[src/rtl/intt_scale_sequencer.sv]
// rtl/intt_scale_sequencer.sv - INTT output scaling by 2^-S mod q over one shared 2-cycle halving unit
module intt_scale_sequencer #(
    parameter int LOGQ      = 54,
    parameter int MAX_SHIFT = 17,
    parameter int CNTW      = 17,
    localparam int SW       = $clog2(MAX_SHIFT + 1)
) (
    input  logic            clk,
    input  logic            rst,
    input  logic [LOGQ-1:0] q,
    input  logic            start,
    input  logic [SW-1:0]   shift_amt,
    input  logic [CNTW-1:0] num_coeffs,
    input  logic            in_valid,
    output logic            in_ready,
    input  logic [LOGQ-1:0] in_data,
    output logic            out_valid,
    input  logic            out_ready,
    output logic [LOGQ-1:0] out_data,
    output logic            busy,
    output logic            done
);

    typedef enum logic [1:0] {IDLE, LOAD, ITER, OUT} state_t;

    state_t          state;
    logic [SW-1:0]   shift_r;
    logic [CNTW-1:0] remaining;
    logic [LOGQ-1:0] slot0;
    logic [LOGQ-1:0] slot1;
    logic            slot1_vld;
    logic            fill_sel;
    logic            out_sel;
    logic [SW:0]     iter_cnt;

    // Halving unit: stage 1 holds x or x+q (always even), stage 2 writes (sum>>1) back to the slot.
    logic            h_vld;
    logic            h_slot;
    logic [LOGQ:0]   h_sum;

    logic [LOGQ-1:0] inj;
    logic            last_iter;

    assign inj       = iter_cnt[0] ? slot1 : slot0;
    assign last_iter = (iter_cnt == ({shift_r, 1'b0} - (SW+1)'(1)));
    assign out_data  = out_valid ? (out_sel ? slot1 : slot0) : '0;

    always_ff @(posedge clk) begin
        if (rst) begin
            state     <= IDLE;
            shift_r   <= '0;
            remaining <= '0;
            slot0     <= '0;
            slot1     <= '0;
            slot1_vld <= 1'b0;
            fill_sel  <= 1'b0;
            out_sel   <= 1'b0;
            iter_cnt  <= '0;
            h_vld     <= 1'b0;
            h_slot    <= 1'b0;
            h_sum     <= '0;
            in_ready  <= 1'b0;
            out_valid <= 1'b0;
            busy      <= 1'b0;
            done      <= 1'b0;
        end else begin
            done  <= 1'b0;
            h_vld <= 1'b0;
            if (h_vld) begin
                if (h_slot)
                    slot1 <= LOGQ'(h_sum >> 1);
                else
                    slot0 <= LOGQ'(h_sum >> 1);
            end
            case (state)
                IDLE: begin
                    if (start) begin
                        shift_r   <= shift_amt;
                        remaining <= num_coeffs;
                        if (num_coeffs == '0) begin
                            done <= 1'b1;
                        end else begin
                            state    <= LOAD;
                            busy     <= 1'b1;
                            in_ready <= 1'b1;
                            fill_sel <= 1'b0;
                        end
                    end
                end
                LOAD: begin
                    if (in_valid) begin
                        remaining <= remaining - CNTW'(1);
                        if (!fill_sel) begin
                            slot0     <= in_data;
                            slot1_vld <= 1'b0;
                            fill_sel  <= 1'b1;
                        end else begin
                            slot1     <= in_data;
                            slot1_vld <= 1'b1;
                        end
                        // Leave after slot1 fills, or after slot0 when it was the last coefficient.
                        if (fill_sel || remaining == CNTW'(1)) begin
                            in_ready <= 1'b0;
                            iter_cnt <= '0;
                            out_sel  <= 1'b0;
                            if (shift_r != '0) begin
                                state <= ITER;
                            end else begin
                                state     <= OUT;
                                out_valid <= 1'b1;
                            end
                        end
                    end
                end
                ITER: begin
                    h_vld    <= !iter_cnt[0] || slot1_vld;
                    h_slot   <= iter_cnt[0];
                    h_sum    <= inj[0] ? ({1'b0, inj} + {1'b0, q}) : {1'b0, inj};
                    iter_cnt <= iter_cnt + (SW+1)'(1);
                    if (last_iter) begin
                        state     <= OUT;
                        out_valid <= 1'b1;
                    end
                end
                OUT: begin
                    // slot1's last halving result lands at the end of the first OUT cycle, before it is shown.
                    if (out_ready) begin
                        if (!out_sel && slot1_vld) begin
                            out_sel <= 1'b1;
                        end else begin
                            out_valid <= 1'b0;
                            slot1_vld <= 1'b0;
                            if (remaining != '0) begin
                                state    <= LOAD;
                                in_ready <= 1'b1;
                                fill_sel <= 1'b0;
                            end else begin
                                state <= IDLE;
                                busy  <= 1'b0;
                                done  <= 1'b1;
                            end
                        end
                    end
                end
                default: state <= IDLE;
            endcase
        end
    end

endmodule

[config.mk]
export PLATFORM = sky130hd
export DESIGN_NAME = intt_scale_sequencer
export DESIGN_NICKNAME = d
export VERILOG_FILES = /design/src/rtl/intt_scale_sequencer.sv
export SDC_FILE = /design/constraint.sdc
export NUM_CORES = 1
export LEC_CHECK = 0
export ABC_CLOCK_PERIOD_IN_PS = 5100
export BUFFER_PORTS_ARGS = -buffer_cell sky130_fd_sc_hd__buf_2
export CAP_MARGIN = 10
export CELL_PAD_IN_SITES_DETAIL_PLACEMENT = 0
export CELL_PAD_IN_SITES_GLOBAL_PLACEMENT = 1
export CORE_MARGIN = 3
export CORE_UTILIZATION = 30
export CTS_CLUSTER_DIAMETER = 200
export DETAILED_ROUTE_END_ITERATION = 7
export PLACE_DENSITY = 0.62
export SYNTH_ARGS = -nofsm -noshare
export SYNTH_HDL_FRONTEND = slang
export SYNTH_SLANG_ARGS = --single-unit
[constraint.sdc]
create_clock -name clk -period 5.1 [get_ports clk]
set_input_delay 0.255 -clock clk [delete_from_list [all_inputs] [get_ports clk]]
set_output_delay 0.255 -clock clk [all_outputs]
set_load 0.005 [all_outputs]
; Word-level counts from Yosys, hierarchy flattened
; Index checks and enable logic that the tools add are counted.
[op_classes]
n_addsub = 4
eq_ne = 16
muxes = 68
bitwise_logic = 1
reduce_logical = 26
[ops]
columns = op, count
row1 = two-way mux 54 bit, 13
row2 = adder 54 x 54 -> 55 bit, 1
row3 = two-way mux 55 bit, 1
row4 = two-way mux 17 bit, 2
row5 = case mux 17 bit (2 select lines), 1
row6 = two-way mux 1 bit, 33
row7 = inequality test 2 bit (second input constant), 11
row8 = AND reduction 7 bit, 3
row9 = == test 17 x 1 -> 1 bit (second input constant), 1
row10 = logical NOT 17 bit, 1
row11 = nonzero test 17 bit, 1
row12 = subtractor 17 x 1 -> 17 bit (second input constant), 1
row13 = two-way mux 2 bit, 7
row14 = two-way mux 6 bit, 2
row15 = case mux 6 bit (2 select lines), 1
row16 = case mux 1 bit (3 select lines), 3
row17 = case mux 1 bit (2 select lines), 4
row18 = case mux 2 bit (4 select lines), 1
row19 = AND reduction 8 bit, 1
row20 = nonzero test 2 bit, 4
row21 = adder 6 x 1 -> 6 bit (second input constant), 1
row22 = == test 6 bit, 1
row23 = AND reduction 3 bit, 2
row24 = AND reduction 6 bit, 1
row25 = other kinds (14), 18
[word_totals]
reg_bits = 202
input_bits = 135

; Logic depth before layout (Yosys ltp)
[depth]
ltp_word = 5
mapped_depth = 15
depth_no_buf = 12

; Least setup slack after synthesis
; OpenSTA, ideal clock, no wires.
[synth_timing]
path_type = register -> register
from = reg iter_cnt[0]
to = reg h_sum[50]
arrival_ps = 3915
t_required_ps = 4968
setup_slack_ps = 1053
path_stages_with_launch = 15
n_path_buf = 3
period_less_slack_ps = 4047
cell_sequence = dfxtp_1 > buf_2 > buf_1 > clkbuf_1 > mux2_2 > ha_1 > a21o_1 > a211o_1 > o21a_1 > a41oi_2 > o21a_1 > nor2_1 > a211o_1 > nand4b_1 > or3b_2
[synth_via]
elab_chain_len = 3
[synth_rtl]
columns = element, line_no
row1 = from (decl), 34  ; logic [SW:0] iter_cnt;
row2 = from (signal assigned), 119  ; iter_cnt <= iter_cnt + (SW+1)'(1);
row3 = two-way mux 54 bit *, 44  ; assign inj = iter_cnt[0] ? slot1 : slot0;
row4 = adder 54 x 54 -> 55 bit, 118  ; h_sum <= inj[0] ? ({1'b0, inj} + {1'b0, q}) : {1'b0, inj};
row5 = two-way mux 55 bit *, 118
row6 = to (signal assigned), 118
row7 = to (decl), 39  ; logic [LOGQ:0] h_sum;
; Mark *: on every way between the ends. The rest lies on a longest branch, timed or not.
; A chain may end at the register's enable or synchronous reset.

; Final worst setup path
; Ends and elaborated chain as after synthesis.

==> impl_summary.log <==
INFO  metric outcome = finished clean
INFO  metric synth.distinct_cells = between 70 and 80
INFO  metric port_buffers = roughly 190
INFO  metric synth_async_sr_flop_share = 0%
INFO  metric cts_num_sinks = about 200
INFO  metric globalplace.congestion = about 0.86
INFO  metric insertion_delay = around 570 ps
INFO  metric floorplan.die_area = between 40000 and 50000 sq um
INFO  metric worst_path_largest_cell_delay = between 700 and 800 ps
INFO  metric mappedNetlistNets = 2010
INFO  metric final-instance-count-excl-fill = approximately 2600
INFO  metric worst_setup_path_endpoint = h_sum[50]
INFO  metric antenna_found_initial = 0
INFO  metric post-layout-total-power = ~7.8 mW
INFO  metric cts_tree = built
INFO  metric layout-area-overhead-vs-synth = 20.1%
INFO  metric design.core.area = about 46000 sq um
INFO  metric max_fo_critical_path = 21
INFO  metric leakage_power = about 6.9 nW
INFO  metric grt_remaining_overflow = 0
INFO  metric rsz_0062_raised_after_global_routing = false
INFO  metric synth_edf_count = 0
INFO  metric placed_area = ~16000 sq um
INFO  metric cts.root.buffer_cell = sky130_fd_sc_hd__clkbuf_16
INFO  metric drt-total-wl = approximately 53000 um
INFO  metric minimum_setup_slack_among_reg_to_reg_paths = roughly 940 ps
INFO  metric htreeDepth = 1
INFO  metric critical_path.cell_chain = buf_4, mux2_2, ha_1, a21o_1, a31oi_1, o211ai_1, nor4_1, o21a_1, nor2_1, a211o_1, nand4b_1, or3b_2
INFO  metric dominantRegCellSynth = sky130_fd_sc_hd__dfxtp_1
INFO  metric via_per_inst = ~5.5
INFO  metric post_synth_inst_count = approximately 1800
INFO  metric worst_vdd_rail_ir_drop = between 200 and 300 uV
INFO  metric setup_tns = 0 ps
INFO  metric first_pass_grt_wire_length = ~82000 um
INFO  metric min-delay-path-class = in -> reg
INFO  metric skew = 25.6 ps
INFO  metric stdcell_area = about 17000 sq um
INFO  metric hold_viol = 0
INFO  metric clock_path_buffers = 3
INFO  metric synthDominantAreaCellType = sky130_fd_sc_hd__dfxtp_1
INFO  metric fin_nets = 2162
INFO  metric powerDensity = 462 nW/um^2
INFO  metric drt_first_iter_violations = slightly below 900
INFO  metric post_cts_resized = 0
INFO  metric post-route-period-util = roughly 81%
INFO  metric postSynthAreaPerCell = roughly 7.8 sq um
INFO  metric setup.worst_path.end_class = register
INFO  metric dr.pass1.iters = 5
INFO  metric io-pin-count = roughly 190
INFO  metric pin_count_of_the_biggest_net_entering_global_routing = 82
INFO  metric cp-startpoint = iter_cnt[0]
INFO  metric timing.critical_path.required = 5530 ps
INFO  metric rr_endpoint = h_sum[50]
INFO  metric num_vias = between 10000 and 15000
INFO  metric seq_area_frac_synth = between 20 and 30%
INFO  metric std_cell_rows = 78
INFO  metric yosys_top_cell_area_share = 28.5%
INFO  metric synthesis.area = approximately 14000 sq um
INFO  metric ys_ff_latch = ~200
INFO  metric ant_nets = 0
INFO  metric relSlewSlack = roughly a quarter
INFO  metric grt_pass1_vias = ~14000
INFO  metric share_of_post_route_cells_with_drive_strength_above_1 = roughly 17%
INFO  metric max_slew.worst_pin.slew = 1120 ps
INFO  metric fin_ws = 944 ps
INFO  metric placement.setup.worst_slack = a little under 1000 ps
INFO  metric worst-endpoint-arrival = approximately 4600 ps
INFO  metric numPlacedInstances = around 2500
INFO  metric final.hold.worst_slack = 33.1 ps
INFO  metric slew_viol_final = 0
INFO  metric synthesis.yosys.warnings = 0
INFO  metric chipHeight = around 220 um
INFO  metric worstRegToRegCells = 12
INFO  metric layout.core_utilization = between 30 and 40%
INFO  metric rr_startpoint = iter_cnt[0]
INFO  metric drc = 0
INFO  metric place_hpwl = between 30000 and 40000 um
INFO  metric cap_violations = 0
INFO  metric shortest_period_the_worst_path_allows = approximately 4200 ps
INFO  metric setup.worst_path.start_class = register
INFO  metric slowest_stage = sky130_fd_sc_hd__dfxtp_2
INFO  metric final-setup-viol-count = 0
INFO  metric fp.dieW = around 220 um
INFO  metric worstSetupPathType = reg -> reg
INFO  metric initial_utilization = slightly above 30%
INFO  metric synth_area_leaders = sky130_fd_sc_hd__dfxtp_1 (28%), sky130_fd_sc_hd__mux2i_1 (8.5%), sky130_fd_sc_hd__nor2_1 (6.2%), sky130_fd_sc_hd__ha_1 (5.4%), sky130_fd_sc_hd__nand2_1 (5.0%)
INFO  metric avgRoutedWirePerCell = between 20 and 25 um
INFO  metric clkSlewWorstSetupHoldPaths = approximately 60 ps
INFO  metric filler_cell_count = approximately 4800
INFO  metric globalRouteTotalUtil = about a fifth
INFO  metric cts_buffers = 27
INFO  metric cts.repair_timing.setup_buffer_count = 0
INFO  metric clock.fmax = 241 MHz
INFO  metric num_antenna_cells = 0
power breakdown:
group	switching (mW)	total, mW	internal [mW]
registers	0.380	2.30	1.92
logic	2.17	3.60	1.43
clock network	0.770	1.94	1.17
total	3.32	7.84	4.53
cell usage in the layout (no fill, tap or decap), types with 8 or more instances in the layout:
cell type,n
sky130_fd_sc_hd__a211oi_1,72
sky130_fd_sc_hd__a21o_1,33
sky130_fd_sc_hd__a21oi_1,99
sky130_fd_sc_hd__a311oi_1,80
sky130_fd_sc_hd__a31oi_1,11
sky130_fd_sc_hd__buf_2,191
sky130_fd_sc_hd__buf_4,21
sky130_fd_sc_hd__clkbuf_16,27
sky130_fd_sc_hd__dfxtp_1,196
sky130_fd_sc_hd__dlygate4sd3_1,55
sky130_fd_sc_hd__ha_1,60
sky130_fd_sc_hd__inv_1,32
sky130_fd_sc_hd__mux2_2,54
sky130_fd_sc_hd__mux2i_1,119
sky130_fd_sc_hd__nand2_1,188
sky130_fd_sc_hd__nand2b_1,11
sky130_fd_sc_hd__nand3_1,103
sky130_fd_sc_hd__nand4_1,19
sky130_fd_sc_hd__nor2_1,234
sky130_fd_sc_hd__nor2b_1,61
sky130_fd_sc_hd__nor3_1,34
sky130_fd_sc_hd__nor4_1,8
sky130_fd_sc_hd__o21a_1,11
sky130_fd_sc_hd__o21ai_0,52
sky130_fd_sc_hd__o21bai_1,11
sky130_fd_sc_hd__or3_1,14
sky130_fd_sc_hd__xnor2_1,25
sky130_fd_sc_hd__xor2_1,20
synthesized netlist by cell type (4+ instances only):
| master | number |
|---|---|
| sky130_fd_sc_hd__a2111oi_0 | 5 |
| sky130_fd_sc_hd__nand3_1 | 105 |
| sky130_fd_sc_hd__inv_1 | 32 |
| sky130_fd_sc_hd__and2_1 | 4 |
| sky130_fd_sc_hd__or2_2 | 5 |
| sky130_fd_sc_hd__a211o_1 | 7 |
| sky130_fd_sc_hd__nor3_1 | 34 |
| sky130_fd_sc_hd__a21oi_1 | 99 |
| sky130_fd_sc_hd__a311oi_1 | 80 |
| sky130_fd_sc_hd__a21o_1 | 33 |
| sky130_fd_sc_hd__or3_1 | 14 |
| sky130_fd_sc_hd__a221oi_1 | 6 |
| sky130_fd_sc_hd__o21ai_0 | 52 |
| sky130_fd_sc_hd__xnor2_1 | 25 |
| sky130_fd_sc_hd__nand2b_1 | 12 |
| sky130_fd_sc_hd__o21bai_1 | 11 |
| sky130_fd_sc_hd__ha_1 | 61 |
| sky130_fd_sc_hd__nor4_1 | 8 |
| sky130_fd_sc_hd__a22oi_1 | 5 |
| sky130_fd_sc_hd__o211ai_1 | 4 |
| sky130_fd_sc_hd__o21a_1 | 11 |
| sky130_fd_sc_hd__mux2i_1 | 120 |
| sky130_fd_sc_hd__a21boi_0 | 7 |
| sky130_fd_sc_hd__clkbuf_1 | 120 |
| sky130_fd_sc_hd__a211oi_1 | 72 |
| sky130_fd_sc_hd__nand2_1 | 189 |
| sky130_fd_sc_hd__mux2_2 | 54 |
| sky130_fd_sc_hd__xor2_1 | 20 |
| sky130_fd_sc_hd__nor2b_1 | 61 |
| sky130_fd_sc_hd__and3_1 | 6 |
| sky130_fd_sc_hd__a31oi_1 | 11 |
| sky130_fd_sc_hd__nor2_1 | 234 |
| sky130_fd_sc_hd__nand4_1 | 19 |
| sky130_fd_sc_hd__dfxtp_1 | 201 |
| sky130_fd_sc_hd__buf_1 | 21 |
| sky130_fd_sc_hd__o31ai_1 | 4 |
sequential cells by signal, summed over array words and instances (netlist names), 2 cells and up:
name,cells
h_sum,54
iter_cnt,6
remaining,17
shift_r,5
slot0,54
slot1,54
state,2
kinds of logic (layout without fill, tap and decap cells):
group	after synthesis	in the layout	share of synthesized area, %
AOI/OAI and AO/OA	444	444	22.6
xor gates and xnor gates	45	45	2.79
adders and majority gates	62	62	5.54
buffers and inverters	178	350	4.78
DFF	201	201	28.5
muxes	174	174	12.8
and+or+nand+nor	709	709	23.0
worst max-delay path, delay by kind of cell (launching register included):
family                     cells  cell delay, ps
DFF                            1             740
adders and majority gates      1             390
and+or+nand+nor                4             900
AOI/OAI and AO/OA              5            1240
buffers and inverters          1             370
muxes                          1             400
how the worst min path moves through the flow:
stage	depth (start not counted)	slack [ps]	end	from
after floorplan	2	400	shift_r[1]	shift_amt[1]
after global placement	2	470	remaining[8]	remaining[8]
after global routing	3	20	slot1[52]	in_data[52]
after CTS	3	0.7	slot0[52]	in_data[52]
after detailed placement	2	480	shift_r[1]	shift_r[1]
final	3	30	slot0[3]	in_data[3]
area by class of cell:
| cell class | instances | area (sq um) | area share [%] |
|---|---|---|---|
| Sequential cell | 201 | 4030 | 23.8 |
| Clock buffer | 39 | 791 | 4.66 |
| Inverter | 33 | 124 | 0.730 |
| Tap cell | 600 | 751 | 4.42 |
| Multi-Input combinational cell | 1434 | 9490 | 55.9 |
| Timing Repair Buffer | 268 | 1680 | 9.87 |
| Clock inverter | 10 | 106 | 0.627 |
routing by layer:
metal  share of wire [%]  track usage, %  up-vias
li1                    -               -     6912
met1                  48            29.0     6826
met2                  45            32.8      340
met3                 4.6            2.84       62
met4                 1.9            4.35        0
met5                   0               0        -
what timing repair did:
item                                   in CTS  in global routing
hold buffers                               55                  0
endpoints found under the hold margin      94                  0
setup endpoints to repair                   0                  0
Power figures use the tool's default switching activity.
